--- config.mk ---
export PLATFORM = sky130hd
export DESIGN_NAME = rtc_read_sequencer
export DESIGN_NICKNAME = d
export VERILOG_FILES = /design/src/rtl/rtc_read_sequencer_pkg.sv /design/src/rtl/rtc_bus_phase_timer.sv /design/src/rtl/rtc_read_sequencer.sv
export SDC_FILE = /design/constraint.sdc
export NUM_CORES = 1
export LEC_CHECK = 0
export BUFFER_PORTS_ARGS = -buffer_cell sky130_fd_sc_hd__buf_2
export CAP_MARGIN = 20
export CORE_UTILIZATION = 35
export DETAILED_ROUTE_END_ITERATION = 16
export HOLD_SLACK_MARGIN = 0.12
export SLEW_MARGIN = 20
export SYNTH_ARGS = -nofsm -noshare
export SYNTH_HDL_FRONTEND = slang
export SYNTH_SLANG_ARGS = --single-unit
--- constraint.sdc ---
create_clock -name clk -period 1.7 [get_ports clk]
set_input_delay 0.17 -clock clk [delete_from_list [all_inputs] [get_ports clk]]
set_output_delay 0.17 -clock clk [all_outputs]
set_load 0.02 [all_outputs]
--- src/rtl/rtc_read_sequencer_pkg.sv ---
// Shared definitions for the RTC read sequencer: register address table,
// burst length, state encoding and the null capture address.
package rtc_read_sequencer_pkg;

    localparam int NUM_REGS = 11;
    localparam logic [7:0] NULL_ADDR = 8'h00;

    // Clock/date registers first, then the timer block.
    localparam logic [7:0] REG_TABLE [NUM_REGS] = '{
        8'h21, 8'h22, 8'h23, 8'h24, 8'h25, 8'h26, 8'h27, 8'h28,
        8'h41, 8'h42, 8'h43
    };

    typedef enum logic [2:0] {
        IDLE,
        ADDR,
        GAP1,
        READ,
        PUB,
        GAP2
    } state_t;

    function automatic logic [7:0] reg_addr(input logic [3:0] idx);
        if (int'(idx) < NUM_REGS) begin
            return REG_TABLE[int'(idx)];
        end
        return NULL_ADDR;
    endfunction

endpackage

--- src/rtl/rtc_bus_phase_timer.sv ---
// Loadable down-counter timing one bus phase; expired is high on the last
// cycle of the loaded interval (load value N gives N+1 cycles).
module rtc_bus_phase_timer (
    input  logic       clk,
    input  logic       reset,
    input  logic       load,
    input  logic [3:0] load_val,
    output logic       expired
);

    logic [3:0] count;

    // NOTE: sequential state uses non-blocking assignments so every register
    // samples pre-edge values regardless of block ordering.
    always_ff @(posedge clk) begin
        if (reset) begin
            count <= 4'd0;
        end else if (load) begin
            count <= load_val;
        end else if (count != 4'd0) begin
            count <= count - 4'd1;
        end
    end

    assign expired = (count == 4'd0);

endmodule

--- src/rtl/rtc_read_sequencer.sv ---
// Reads the 11 RTC clock/date/timer registers over the multiplexed AD bus
// and publishes each (address, data) pair for one cycle to the capture bank.
module rtc_read_sequencer
    import rtc_read_sequencer_pkg::*;
#(
    parameter int T_PULSE = 4,
    parameter int T_GAP   = 2
) (
    input  logic       clk,
    input  logic       reset,
    input  logic       start,
    input  logic [7:0] ad_in,
    output logic [7:0] ad_out,
    output logic       ad_oe,
    output logic       cs_n,
    output logic       ad_n,
    output logic       wr_n,
    output logic       rd_n,
    output logic [7:0] address,
    output logic [7:0] data_vga,
    output logic       busy,
    output logic       done,
    output logic [3:0] index
);

    localparam logic [3:0] PULSE_LOAD = 4'(T_PULSE - 1);
    localparam logic [3:0] GAP_LOAD   = 4'(T_GAP - 1);
    localparam logic [3:0] LAST_INDEX = 4'(NUM_REGS - 1);

    state_t     state;
    state_t     next_state;
    logic       phase_expired;
    logic       timer_load;
    logic [3:0] timer_val;

    always_comb begin
        next_state = state;
        case (state)
            IDLE:    if (start)         next_state = ADDR;
            ADDR:    if (phase_expired) next_state = GAP1;
            GAP1:    if (phase_expired) next_state = READ;
            READ:    if (phase_expired) next_state = PUB;
            PUB:                        next_state = GAP2;
            GAP2:    if (phase_expired) next_state = (index == LAST_INDEX) ? IDLE : ADDR;
            default:                    next_state = IDLE;
        endcase
    end

    // The timer is reloaded on entry to every timed phase; PUB is fixed at one cycle.
    always_comb begin
        timer_load = (next_state != state) &&
                     (next_state inside {ADDR, GAP1, READ, GAP2});
        timer_val  = (next_state inside {ADDR, READ}) ? PULSE_LOAD : GAP_LOAD;
    end

    rtc_bus_phase_timer u_timer (
        .clk      (clk),
        .reset    (reset),
        .load     (timer_load),
        .load_val (timer_val),
        .expired  (phase_expired)
    );

    // Outputs are set on the edge that enters a state and held throughout it.
    always_ff @(posedge clk) begin
        if (reset) begin
            state    <= IDLE;
            index    <= 4'd0;
            cs_n     <= 1'b1;
            ad_n     <= 1'b1;
            wr_n     <= 1'b1;
            rd_n     <= 1'b1;
            ad_oe    <= 1'b0;
            ad_out   <= NULL_ADDR;
            address  <= NULL_ADDR;
            data_vga <= 8'h00;
            busy     <= 1'b0;
            done     <= 1'b0;
        end else begin
            state <= next_state;
            done  <= 1'b0;
            if (next_state != state) begin
                case (next_state)
                    ADDR: begin
                        if (state == IDLE) begin
                            index  <= 4'd0;
                            busy   <= 1'b1;
                            ad_out <= reg_addr(4'd0);
                        end else begin
                            index  <= index + 4'd1;
                            ad_out <= reg_addr(index + 4'd1);
                        end
                        cs_n  <= 1'b0;
                        ad_n  <= 1'b0;
                        wr_n  <= 1'b0;
                        rd_n  <= 1'b1;
                        ad_oe <= 1'b1;
                    end
                    READ: begin
                        cs_n <= 1'b0;
                        ad_n <= 1'b1;
                        wr_n <= 1'b1;
                        rd_n <= 1'b0;
                    end
                    PUB: begin
                        cs_n     <= 1'b1;
                        rd_n     <= 1'b1;
                        address  <= reg_addr(index);
                        data_vga <= ad_in;
                    end
                    IDLE: begin
                        busy <= 1'b0;
                        done <= 1'b1;
                    end
                    default: begin
                        cs_n    <= 1'b1;
                        ad_n    <= 1'b1;
                        wr_n    <= 1'b1;
                        rd_n    <= 1'b1;
                        ad_oe   <= 1'b0;
                        ad_out  <= NULL_ADDR;
                        address <= NULL_ADDR;
                    end
                endcase
            end
        end
    end

endmodule

**Word level (Yosys, flattened, before mapping)**

Memories as Yosys holds them, arrays and structs flattened.
Index checks and enable logic that the tools add are counted.
Widths: inputs -> output; s select.

- Register bits: 41
- Bits in read-only memories: 256
- Output and inout bits: 35
- Memories: 2

Memories:

| memory | depth | width | rd ports | clocked after Yosys merged registers in | wr ports | RTL line | RTL |
|---|---|---|---|---|---|---|---|
| (name not given) | 16 | 8 | 1 | 0 | 0 | rtc_read_sequencer_pkg.sv:25 | `return REG_TABLE[int'(idx)];` |
| (name not given) | 16 | 8 | 1 | 0 | 0 | rtc_read_sequencer_pkg.sv:25 |  |

- Add/subtract/negate cells: 2
- Magnitude comparators: 4
- Equality and inequality tests: 13
- Mux-type cells: 38
- Bitwise logic cells: 7
- Reductions and logical operators: 21

Operator list:

| kind | number |
|---|---|
| $mux 8 | 9 |
| $ge 32x5->1 const B | 2 |
| $not 4->32 | 2 |
| $pmux 8 s2 | 2 |
| $pmux 3 s6 | 1 |
| $mux 3 | 5 |
| $eq 3x2->1 const B | 4 |
| $eq 3x3->1 const B | 4 |
| $mux 1 | 12 |
| $mux 4 | 3 |
| $reduce_and 2->1 | 6 |
| $pmux 1 s2 | 5 |
| $lt 4x4->1 const B | 2 |
| $reduce_bool 4->1 | 2 |
| $eq 3x1->1 const B | 2 |
| $logic_not 3->1 | 2 |
| $reduce_bool 2->1 | 3 |
| $reduce_or 2->1 | 3 |
| $reduce_or 3->1 | 2 |
| $not 1->1 | 5 |
| $add 4x1->4 const B | 1 |
| $eq 4x4->1 const B | 1 |
| $logic_not 4->1 | 1 |
| $sub 4x1->4 const B | 1 |
| 5 further kinds | 5 |

**Longest topological paths before layout**

Gate-level depths: netlist of the first run.

- Depth in word-level cells: 11
- Gate-level depth with buffers: 7
- Depth with buffers taken out: 6

**By module**

A second synthesis of the first run with hierarchy kept.

- Cell total of the unflattened synthesis: 221
- Area, all modules: 1,913.1 um^2

By module, submodules not included:

| module | times used | cells each | area each (um^2) | sequential area each (um^2) |
|---|---|---|---|---|
| rtc_read_sequencer | 1 | 197 | 1,684.1 | 660.6 |
| rtc_bus_phase_timer | 1 | 24 | 229.0 | 80.1 |

**Worst setup path before layout of the first run**

Ideal clock, no wire load.

- Path kind: reg-to-reg
- Start: register index[0]
- End: register cs_n
- Arrival time: 1.781 ns
- Setup slack: -0.195 ns
- Cell stages (with the launch flop): 7
- Path buffers: 0
- Period minus slack after synthesis: 1.895 ns
- Path through: dfxtp_1 inv_1 ha_1 nand4b_1 a21boi_2 or3b_1 a21bo_1

- Longest elaborated chain between the ends: 7
- Elaborated cells on any way between the ends: 12

Ends and longest elaborated chain:

| what | RTL line | RTL |
|---|---|---|
| from (decl) | rtc_read_sequencer.sv:23 | `output logic [3:0] index` |
| from (signal assigned) | rtc_read_sequencer.sv:90 | `index <= index + 4'd1;` |
| $eq 4x4->1 (*) | rtc_read_sequencer.sv:44 | `GAP2: if (phase_expired) next_state = (index == LAST_INDEX) ? IDLE : ADDR;` |
| $mux 1 (*) | rtc_read_sequencer.sv:44 |  |
| $mux 3 (*) | rtc_read_sequencer.sv:44 |  |
| $pmux 3 s6 (*) | rtc_read_sequencer.sv:38 | `case (state)` |
| $eq 3x1->1, or another cell as far along | rtc_read_sequencer.sv:83 | `case (next_state)` |
| $reduce_or 2->1 (no source line) / $not 1->1 (equally long branches) | n/a |  |
| $pmux 1 s2 / $reduce_and 2->1 (equally long branches) | n/a |  |
| to (signal assigned) | rtc_read_sequencer.sv:93 | `cs_n <= 1'b0;` |
| to (signal assigned) | rtc_read_sequencer.sv:100 | `cs_n <= 1'b0;` |
| to (signal assigned) | rtc_read_sequencer.sv:106 | `cs_n <= 1'b1;` |
| to (decl) | rtc_read_sequencer.sv:15 | `output logic cs_n,` |

Mark *: on every way between the ends. The rest lies on a longest branch, timed or not.
A chain may end at the register's enable or synchronous reset.

**Final worst setup path of the first run**

- Start: register u_timer.count[1]
- End: register cs_n

- Longest elaborated chain between the ends: 6
- Elaborated cells on any way between the ends: 14

Ends and longest elaborated chain:

| what | RTL line | RTL |
|---|---|---|
| from (decl) | rtc_bus_phase_timer.sv:11 | `logic [3:0] count;` |
| from (signal assigned) | rtc_bus_phase_timer.sv:19 | `count <= load_val;` |
| from (signal assigned) | rtc_bus_phase_timer.sv:21 | `count <= count - 4'd1;` |
| $logic_not 4->1 (*) | rtc_bus_phase_timer.sv:25 | `assign expired = (count == 4'd0);` |
| $mux 3, on equally long branches | n/a |  |
| $pmux 3 s6 (*) | rtc_read_sequencer.sv:38 |  |
| $eq 3x1->1, or another cell as far along | rtc_read_sequencer.sv:83 |  |
| $reduce_or 2->1 (no source line) / $not 1->1 (equally long branches) | n/a |  |
| $pmux 1 s2 / $reduce_and 2->1 (equally long branches) | n/a |  |

Marked as above.

==> results of run 1 <==
-- repair_timing --
| action | CTS | global route |
|---|---|---|
| pin swaps | 1 | 2 |
| setup buffers | 0 | 0 |
| setup endpoints to repair | 8 | 13 |
| hold buffers | 6 | 0 |
| hold endpoints to repair | 6 | 0 |
| gates resized for setup | 7 | 10 |
-- metal layers --
| metal | vias to the layer above | global-route usage, % | part of all wire [%] |
|---|---|---|---|
| li1 | 839 | - | - |
| met1 | 746 | 20.3 | 44 |
| met2 | 40 | 29.6 | 49 |
| met3 | 8 | 6.78 | 5.0 |
| met4 | 0 | 5.66 | 1.7 |
| met5 | - | 0 | 0 |
-- registers in the layout (all words and copies together), names as in the netlist --
register	cells
ad_oe	1
ad_out	6
address	6
busy	1
cs_n	1
data_vga	8
done	1
index	4
rd_n	1
state	3
u_timer.count	4
wr_n	1
-- power by group through the flow --
stage / sequential, mW / clock (mW) / combinational, mW
floorplan: 1.18 / 0 / 0.774
global placement: 1.12 / 0 / 1.26
detailed placement: 1.12 / 0 / 1.27
CTS: 1.11 / 0.588 / 1.32
global route: 1.13 / 0.630 / 1.50
finish: 1.11 / 0.562 / 1.35
-- synthesized netlist by cell type (all sizes together) (2+ instances only) --
cell type,instances
o21ai,11
nor4b,2
nor3,9
inv,5
or2,4
nand3,5
nand2,5
xnor2,5
dfxtp,37
nand3b,3
nand4,2
nor2,23
nor2b,3
clkbuf,8
a21oi,16
a21boi,2
a31oi,3
buf,9
nor4,3
or3b,2
ha,11
a21o,3
mux2i,9
a22o,5
-- placed cells by master (no fill, tap or decap), types with 3 or more instances in the layout --
| cell type | instances |
|---|---|
| nor2b_1 | 3 |
| a21oi_1 | 15 |
| a21o_1 | 3 |
| ha_1 | 8 |
| nand2_1 | 5 |
| inv_1 | 3 |
| conb_1 | 4 |
| dlygate4sd3_1 | 6 |
| clkbuf_8 | 5 |
| nor3_1 | 8 |
| buf_2 | 41 |
| dfxtp_1 | 32 |
| buf_4 | 25 |
| a22o_1 | 5 |
| o21ai_0 | 10 |
| nand3_1 | 5 |
| dfxtp_2 | 5 |
| xnor2_1 | 5 |
| nor2_1 | 23 |
| nand3b_1 | 3 |
| nor4_1 | 3 |
| mux2i_1 | 9 |
-- through the flow --
stage / cell area, sq um / setup TNS [ns] / util, % / setup WS [ns] / instances
2_1_floorplan: 1850 / -0.0446 / - / -0.0446 / 205
6_report: 2460 / -0.0358 / 50.4 / -0.0358 / 335
5_1_grt: 2460 / -0.341 / 50.4 / -0.0828 / 335
3_3_place_gp: 2260 / -0.0221 / 46.4 / -0.0221 / 323
3_5_place_dp: 2260 / -0.232 / 46.4 / -0.113 / 323
4_1_cts: 2420 / -0.0255 / 49.6 / -0.0255 / 335
-- how the worst max path moves through the flow --
stage	startpoint	endpoint	slack, ns	cells past startpoint
2_1_floorplan	index[0]	cs_n	-0.04	6
3_3_place_gp	u_timer.count[0]	cs_n	-0.02	6
3_5_place_dp	u_timer.count[0]	cs_n	-0.11	6
4_1_cts	u_timer.count[1]	cs_n	-0.03	6
5_1_grt	u_timer.count[1]	cs_n	-0.08	6
6_report	u_timer.count[1]	cs_n	-0.04	6
-- logic make-up (layout without fill, tap and decap cells) --
family | after synthesis | count (layout) | synth area share, %
flops | 37 | 37 | 40.4
other cells | 1 | 4 | 0.204
xor+xnor | 5 | 5 | 2.39
mux | 10 | 10 | 5.53
compound gates | 48 | 48 | 17.1
fa+ha+maj | 11 | 11 | 7.50
buf+inv | 22 | 85 | 5.87
simple gates | 68 | 68 | 21.1
-- worst max-delay path, delay by kind of cell, from the launching register on --
family | cells | cell delay, ns
buffers and inverters | 1 | 0.07
AOI/OAI and AO/OA | 2 | 0.31
adders and majority gates | 1 | 0.15
and+or+nand+nor | 2 | 0.77
DFF | 1 | 0.32
-- final cells by class --
cell class / instances / area share [%]
Sequential cell: 37 / 30.4
Inverter: 5 / 0.763
Clock inverter: 1 / 0.204
Clock buffer: 5 / 2.80
Tap cell: 67 / 3.41
Multi-Input combinational cell: 146 / 42.7
Timing Repair Buffer: 74 / 19.7
==> results.json, run 1 <==
{
  "synth_edf_count": 0,
  "fmax_ghz": 0.576,
  "sw_frac_of_total_pct": 36.7,
  "failed_checks": "negative setup slack",
  "routabilityCongestion": 0.811,
  "via_per_inst": 4.87,
  "hpwl_um": 3080,
  "p_per_area_nw_per_um2": 1230,
  "final_antenna_net_count": 0,
  "status": "complete, but fails checks",
  "min_path_cells": 3,
  "path_cells": "inv_2 -> ha_4 -> or3b_4 -> o21ai_2 -> or3b_1 -> a21bo_1",
  "first_global_vias": 1604,
  "numCtsBuffers": 5,
  "hold_ws_ns": 0.138,
  "min_to": "data_vga[0]",
  "slowest_stage": "or3b_4",
  "pwr-share-clk_pct": 18.6,
  "r2r-start": "u_timer.count[1]",
  "p_leak_nw": 1.14,
  "drt-total-wl_um": 4360,
  "seqPwrFrac_pct": 36.8,
  "htreeDepth": 2,
  "r2r_slack_ns": -0.04,
  "grt_pass1_wl_um": 7310,
  "drive_gt1_share_pct": 36.9,
  "syn_avg_cell_area_sq_um": 9.08,
  "vias": 1633,
  "io_pins": 46,
  "clk_pin_slew_ns": 0.07,
  "core_sq_um": 4880,
  "cts-root-buf": "clkbuf_8",
  "post-route-period-util_pct": 102,
  "clk_path_buf_depth": 2,
  "maxCapViolCount": 0,
  "cts.sinks": 37,
  "synth_area_leaders": "dfxtp_1 (40%), ha_1 (7.5%), mux2i_1 (4.9%)",
  "ys_ff_latch": 37,
  "multi_input_area_sq_um": 1050,
  "critPathLaunchType": "flip-flop",
  "drt_pass1_iterations": 4,
  "fin_crit_ns": 1.74,
  "fill_cells": 488,
  "yosysTopAreaCell": "dfxtp_1",
  "yosysUniqueCellTypes": 49,
  "seq_area_frac_synth_pct": 40.4,
  "required_ns": 1.88,
  "yosys_most_used_dff": "dfxtp_1",
  "critPathMaxFanout": 4,
  "start_util_pct": 37.6,
  "fin_ws_ns": -0.0358,
  "reg2reg_depth": 6,
  "num_rows": 25,
  "r2r_end": "cs_n",
  "power.switching_mw": 1.11,
  "grt.overflow.total": 0,
  "cp.arrival_ns": 1.92,
  "ys_async_sr_fraction_pct": 0,
  "seq_area_sq_um": 747,
  "critPathKind": "reg2reg",
  "crit_path_end_kind": "flip-flop",
  "antenna_found_initial": 0,
  "finalMaxSlewViolations": 0,
  "io_buffer_count": 41,
  "antennaDiodeCount": 0,
  "slowest_delay_ns": 0.39,
  "drt_iter0_markers": 65,
  "irDropWorstVdd_v": 0.000443,
  "hold_class": "in2reg",
  "chipHeight_um": 74.4,
  "min_from": "ad_in[0]",
  "p_int_mw": 1.91,
  "clk-insertion-delay-late_ns": 0.29,
  "synth_top_cell_area_share_pct": 40.4,
  "gr-usage-all-layers_pct": 17.5,
  "area_delta_synth_final_pct": 34.0,
  "synthCells": 202,
  "syn-cell-area_sq_um": 1830,
  "yosysWarnings": 0,
  "dieArea_sq_um": 5530,
  "wl_per_cell_um": 13.0,
  "cts_tree": "done",
  "hold_viol_final": 0,
  "route.detailed.drc": 0,
  "comb_power_share_pct": 44.6,
  "post-layout-total-power_mw": 3.02,
  "nets": 291,
  "fin_worst_skew_ns": 0.00606,
  "setup_viol_count_final": 1,
  "rsz0062_at_grt": "yes",
  "die_x_um": 74.4,
  "grt_max_degree": 35
}
Power figures use the tool's default switching activity.
==> run 2, diff against run 1 <==
==> constraint.sdc (replaced) <==
create_clock -name clk -period 1.55 [get_ports clk]
set_input_delay 0.155 -clock clk [delete_from_list [all_inputs] [get_ports clk]]
set_output_delay 0.155 -clock clk [all_outputs]
set_load 0.02 [all_outputs]
==> run 2 against run 1 <==
Net effect: clock power is 66% higher; sequential power is 8% higher; first-iteration DRC count is 35% higher; utilization is 8.1 points higher; the run still ends with negative setup slack left; combinational power is 39% higher; die area stayed put; largest power group unchanged; count of clock-buffer cells in the layout is 1 higher; final area is 16% higher.
==> results.json, run 2 (synthesis gave the netlist of run 1 again) <==
{
  "status": "complete, but fails checks",
  "failed_checks": "negative setup slack",
  "crit_family": "simple AND/OR/NAND/NOR gates",
  "fin_crit_ns": 1.67,
  "clk_pin_slew_ns": 0.07,
  "irDropWorstVdd_v": 0.000589,
  "p_per_area_nw_per_um2": 1400,
  "die_x_um": 74.4,
  "critPathMostFrequentCell": "or3b_4",
  "grt.overflow.total": 0,
  "htreeDepth": 2,
  "chipHeight_um": 74.4,
  "drt_iter0_markers": 88,
  "min_path_cells": 2,
  "rsz0062_at_grt": "yes",
  "cts.sinks": 37,
  "hold_class": "in2reg",
  "maxCapViolCount": 0,
  "hpwl_um": 3170,
  "io_buffer_count": 41,
  "drive_gt1_share_pct": 48.6,
  "top_register": "data_vga",
  "final_cell_mix": "buf_2 (41), buf_4 (33), dfxtp_1 (31)",
  "clk-insertion-delay-late_ns": 0.29,
  "vias": 1741,
  "area_delta_synth_final_pct": 55.5,
  "fmax_ghz": 0.598,
  "crit_path_end_kind": "flip-flop",
  "cp.arrival_ns": 1.86,
  "post-place-ws_ns": -0.117,
  "worst-path-stages": 6,
  "cts_tree": "done",
  "post-layout-total-power_mw": 4.00,
  "place_inst": 330,
  "drt_pass1_iterations": 4,
  "place_area_sq_um": 2380,
  "largest_register_ffs": 8,
  "dieArea_sq_um": 5530,
  "routabilityCongestion": 0.774,
  "finalMaxSlewViolations": 0,
  "io_pins": 46,
  "start_util_pct": 37.6,
  "design_area_sq_um": 2850,
  "cts-root-buf": "clkbuf_8",
  "critPathLaunchType": "flip-flop",
  "final_util_pct": 58.5,
  "path_buf_inv": 1,
  "layout_commonest_cell": "buf_2",
  "slowest_stage": "or3b_4",
  "fill_cells": 440,
  "wl_per_cell_um": 13.6,
  "nets": 309,
  "path_cells": "inv_2 -> ha_4 -> or3b_4 -> o21ai_1 -> or3b_4 -> a21bo_1",
  "reg2reg_depth": 6,
  "layout.cells.non_filler": 355,
  "drt-total-wl_um": 4840,
  "via_per_inst": 4.90,
  "first_global_vias": 1594,
  "reg_top3": "data_vga (8), ad_out (6), address (6)",
  "grt_pass1_wl_um": 7330,
  "p_leak_nw": 1.27,
  "numCtsBuffers": 5,
  "post-route-period-util_pct": 108,
  "slowest_delay_ns": 0.38,
  "critPathKind": "reg2reg",
  "hold_viol_final": 0,
  "required_ns": 1.74,
  "num_rows": 25,
  "fin_ws_ns": -0.122,
  "fin_worst_skew_ns": 0.00505,
  "gr-usage-all-layers_pct": 17.5,
  "antenna_found_initial": 0,
  "route.detailed.drc": 0,
  "final_antenna_net_count": 0,
  "core_sq_um": 4880,
  "setup_viol_count_final": 22,
  "critPathMaxFanout": 3,
  "antennaDiodeCount": 0,
  "clk_path_buf_depth": 2,
  "grt_max_degree": 17
}
==> run 2: repair_timing <==
item                                    4_1_cts  5_1_grt
setup buffers                                 4        5
gates cloned                                  0        1
hold buffers                                  7        1
pin swaps                                     5       23
endpoints found under the setup margin       23       32
gates resized for setup                       8       47
hold endpoints to repair                      7        1
==> run 2: area by class of cell <==
type                            count  area [sq um]  area share [%]
Multi-Input combinational cell    146          1200            42.1
Sequential cell                    37           756            26.5
Timing Repair Buffer               92           663            23.2
Clock buffer                        6          93.8            3.29
Tap cell                           67          83.8            2.94
Clock inverter                      2          35.0            1.23
Inverter                            5          21.3           0.746
==> run 2: worst paths after layout <==
path | startpoint | endpoint | slack (ns)
worst max-delay path | u_timer.count[1] | cs_n | -0.12
worst min-delay path | reset | done | 0.20
worst max register to register | u_timer.count[1] | cs_n | -0.12
worst min register to register | address[5] | address[5] | 0.46
==> run 2: through the flow <==
stage / hold slack, ns / TNS [ns]
2_1_floorplan: 0.299 / -0.122
3_3_place_gp: 0.382 / -0.494
3_5_place_dp: 0.400 / -1.18
4_1_cts: 0.121 / -1.19
5_1_grt: 0.220 / -2.68
6_report: 0.200 / -1.16
==> run 2: power breakdown <==
part,internal [mW],switching [mW]
Combinational,0.939,0.935
Clock,0.575,0.356
Sequential,1.09,0.102
==> run 2: per-layer routing <==
layer  track usage [%]  part of all wire [%]  vias to the layer above
met4              3.77                  0.43                        0
met2              29.2                    49                       43
met1              22.0                    47                      814
met3              5.56                   3.5                        2
met5                 0                     0                        -
li1                  -                     -                      882
==> run 2: worst register-to-register path: cells and delay by family, from the launching register on <==
family	cells	cell delay (ns)
AND/OR/NAND/NOR	2	0.76
AO/OA/AOI/OAI	2	0.28
buffers and inverters	1	0.07
flip-flops	1	0.33
adder cells (fa/ha/maj)	1	0.13
==> run 3, diff against run 2 <==
--- a/config.mk
+++ b/config.mk
@@ -7,9 +7,10 @@
 export LEC_CHECK = 0
 export BUFFER_PORTS_ARGS = -buffer_cell sky130_fd_sc_hd__buf_2
 export CAP_MARGIN = 20
-export CORE_UTILIZATION = 35
+export CORE_UTILIZATION = 47
 export DETAILED_ROUTE_END_ITERATION = 16
 export HOLD_SLACK_MARGIN = 0.12
+export PLACE_DENSITY = 0.75
 export SLEW_MARGIN = 20
 export SYNTH_ARGS = -nofsm -noshare
 export SYNTH_HDL_FRONTEND = slang
==> run 3 against run 2 <==
Net effect: the run still ends with negative setup slack left; flip-flop and latch count unchanged; worst hold slack worse by 0.074 ns; via count down 2.4%; non-clock buffer count down 11; utilization up 12 points; critical endpoint unchanged; highest routed layer unchanged.
==> results.json, run 3 (synthesis gave the netlist of run 1 again) <==
{
  "status": "complete, but fails checks",
  "failed_checks": "negative setup slack",
  "irDropWorstVdd_v": 0.000788,
  "via_per_inst": 5.24,
  "critPathLaunchType": "flip-flop",
  "area_delta_synth_final_pct": 40.9,
  "cp.arrival_ns": 1.85,
  "nets": 298,
  "cts.sinks": 37,
  "first_global_vias": 1719,
  "die_x_um": 64.5,
  "htreeDepth": 2,
  "clk_pin_slew_ns": 0.07,
  "setup_viol_count_final": 11,
  "critPathMaxFanout": 3,
  "crit_family": "simple AND/OR/NAND/NOR gates",
  "hold_class": "in2reg",
  "critPathKind": "reg2reg",
  "grt_util_met1_pct": 25.8,
  "slowest_delay_ns": 0.39,
  "io_pins": 46,
  "hold_viol_final": 0,
  "met2_usage_pct": 42.4,
  "critPathMostFrequentCell": "or3b_4",
  "layout_commonest_cell": "buf_2",
  "vias": 1699,
  "chipHeight_um": 64.5,
  "fmax_ghz": 0.599,
  "fin_worst_skew_ns": 0.00755,
  "path_buf_inv": 1,
  "place_inst": 309,
  "maxCapViolCount": 0,
  "top_register": "data_vga",
  "final_util_pct": 70.0,
  "reg_top3": "data_vga (8), ad_out (6), address (6)",
  "cts_tree": "done",
  "routabilityCongestion": 0.874,
  "crit_path_end_kind": "flip-flop",
  "fin_ws_ns": -0.119,
  "io_buffer_count": 41,
  "seq_area_sq_um": 754,
  "layout.cells.non_filler": 324,
  "clk-insertion-delay-late_ns": 0.29,
  "multi_input_area_sq_um": 1110,
  "grt_pass1_wl_um": 7360,
  "gr-usage-all-layers_pct": 22.8,
  "clk_path_buf_depth": 2,
  "dieArea_sq_um": 4160,
  "antennaDiodeCount": 0,
  "rsz0062_at_grt": "yes",
  "cts-root-buf": "clkbuf_8",
  "hpwl_um": 3110,
  "finalMaxSlewViolations": 0,
  "p_leak_nw": 1.18,
  "route.detailed.drc": 0,
  "wl_per_cell_um": 13.1,
  "antenna_found_initial": 0,
  "grt.overflow.total": 0,
  "final_cell_mix": "buf_2 (41), dfxtp_1 (32), buf_4 (32)",
  "final_antenna_net_count": 0,
  "largest_register_ffs": 8,
  "fill_cells": 285,
  "drive_gt1_share_pct": 41.3,
  "core_sq_um": 3690,
  "p_per_area_nw_per_um2": 1360,
  "grtUsageMet3_pct": 5.11,
  "path_cells": "inv_2 -> ha_4 -> or3b_4 -> o21ai_2 -> or3b_4 -> a21bo_1",
  "grt.busiest_layer": "met2",
  "drt_iter0_markers": 61,
  "required_ns": 1.73,
  "post-route-period-util_pct": 108,
  "start_util_pct": 49.7,
  "numCtsBuffers": 5,
  "grt_max_degree": 19,
  "drt-total-wl_um": 4250,
  "num_rows": 22,
  "fin_crit_ns": 1.67,
  "slowest_stage": "or3b_4",
  "drt_pass1_iterations": 4
}
run 3: changes by cell type in the layout (fill, tap and decap cells not counted), sizes merged:
cell         before  now
clkinvlp          0    1
bufinv            1    0
clkinv            1    0
dlygate4sd3       8    5
buf              84   76
run 3: worst paths after layout:
path,slack [ns],cells past startpoint,endpoint,startpoint
worst max-delay path,-0.12,6,cs_n,u_timer.count[1]
worst min-delay path,0.13,3,data_vga[2],ad_in[2]
worst max register to register,-0.12,6,cs_n,u_timer.count[1]
worst min register to register,0.45,1,address[5],address[5]
run 3: layout make-up:
| type | instances | area share, % |
|---|---|---|
| well taps | 48 | 2.32 |
| repair buffers | 81 | 21.2 |
| flip-flops and latches | 37 | 29.2 |
| multi-input cells | 146 | 43.1 |
| inverters | 5 | 0.726 |
| clock buffers | 6 | 3.20 |
| clock inverters | 1 | 0.291 |
run 3: per-stage QoR:
step	setup slack (ns)	setup TNS (ns)	cell area, sq um	power, mW	hold WS [ns]
2_1_floorplan	-0.101	-0.122	1900	2.19	0.299
5_1_grt	-0.180	-2.50	2580	3.75	0.135
4_1_cts	-0.111	-0.367	2540	3.45	0.127
6_report	-0.119	-0.440	2580	3.51	0.125
3_5_place_dp	-0.115	-0.575	2350	2.68	0.398
3_3_place_gp	-0.0892	-0.294	2350	2.68	0.383
run 3: per-layer routing:
layer	share of wire [%]	up-vias
li1	-	859
met1	44	802
met2	52	33
met3	3.5	5
met4	0.82	0
met5	0	-
run 3: power breakdown:
| part | total, mW | leakage [nW] | internal (mW) | switching, mW |
|---|---|---|---|---|
| Combinational | 1.63 | 0.833 | 0.807 | 0.828 |
| Sequential | 1.19 | 0.304 | 1.09 | 0.0972 |
| Clock | 0.691 | 0.0433 | 0.352 | 0.339 |
run 3: what timing repair did:
| item | 4_1_cts | 5_1_grt |
|---|---|---|
| hold buffers | 5 | 0 |
| resized for setup | 7 | 9 |
| hold endpoints to repair | 5 | 0 |
| pin swaps | 2 | 1 |
| cloned | 0 | 0 |
| endpoints found under the setup margin | 14 | 31 |
| buffers inserted | 3 | 0 |
run 3: tightest hold or removal path: cells and delay by family:
family	cells	cell delay [ns]
buffers and inverters	1	0.08
and+or+nand+nor	1	0.08
muxes	1	0.05
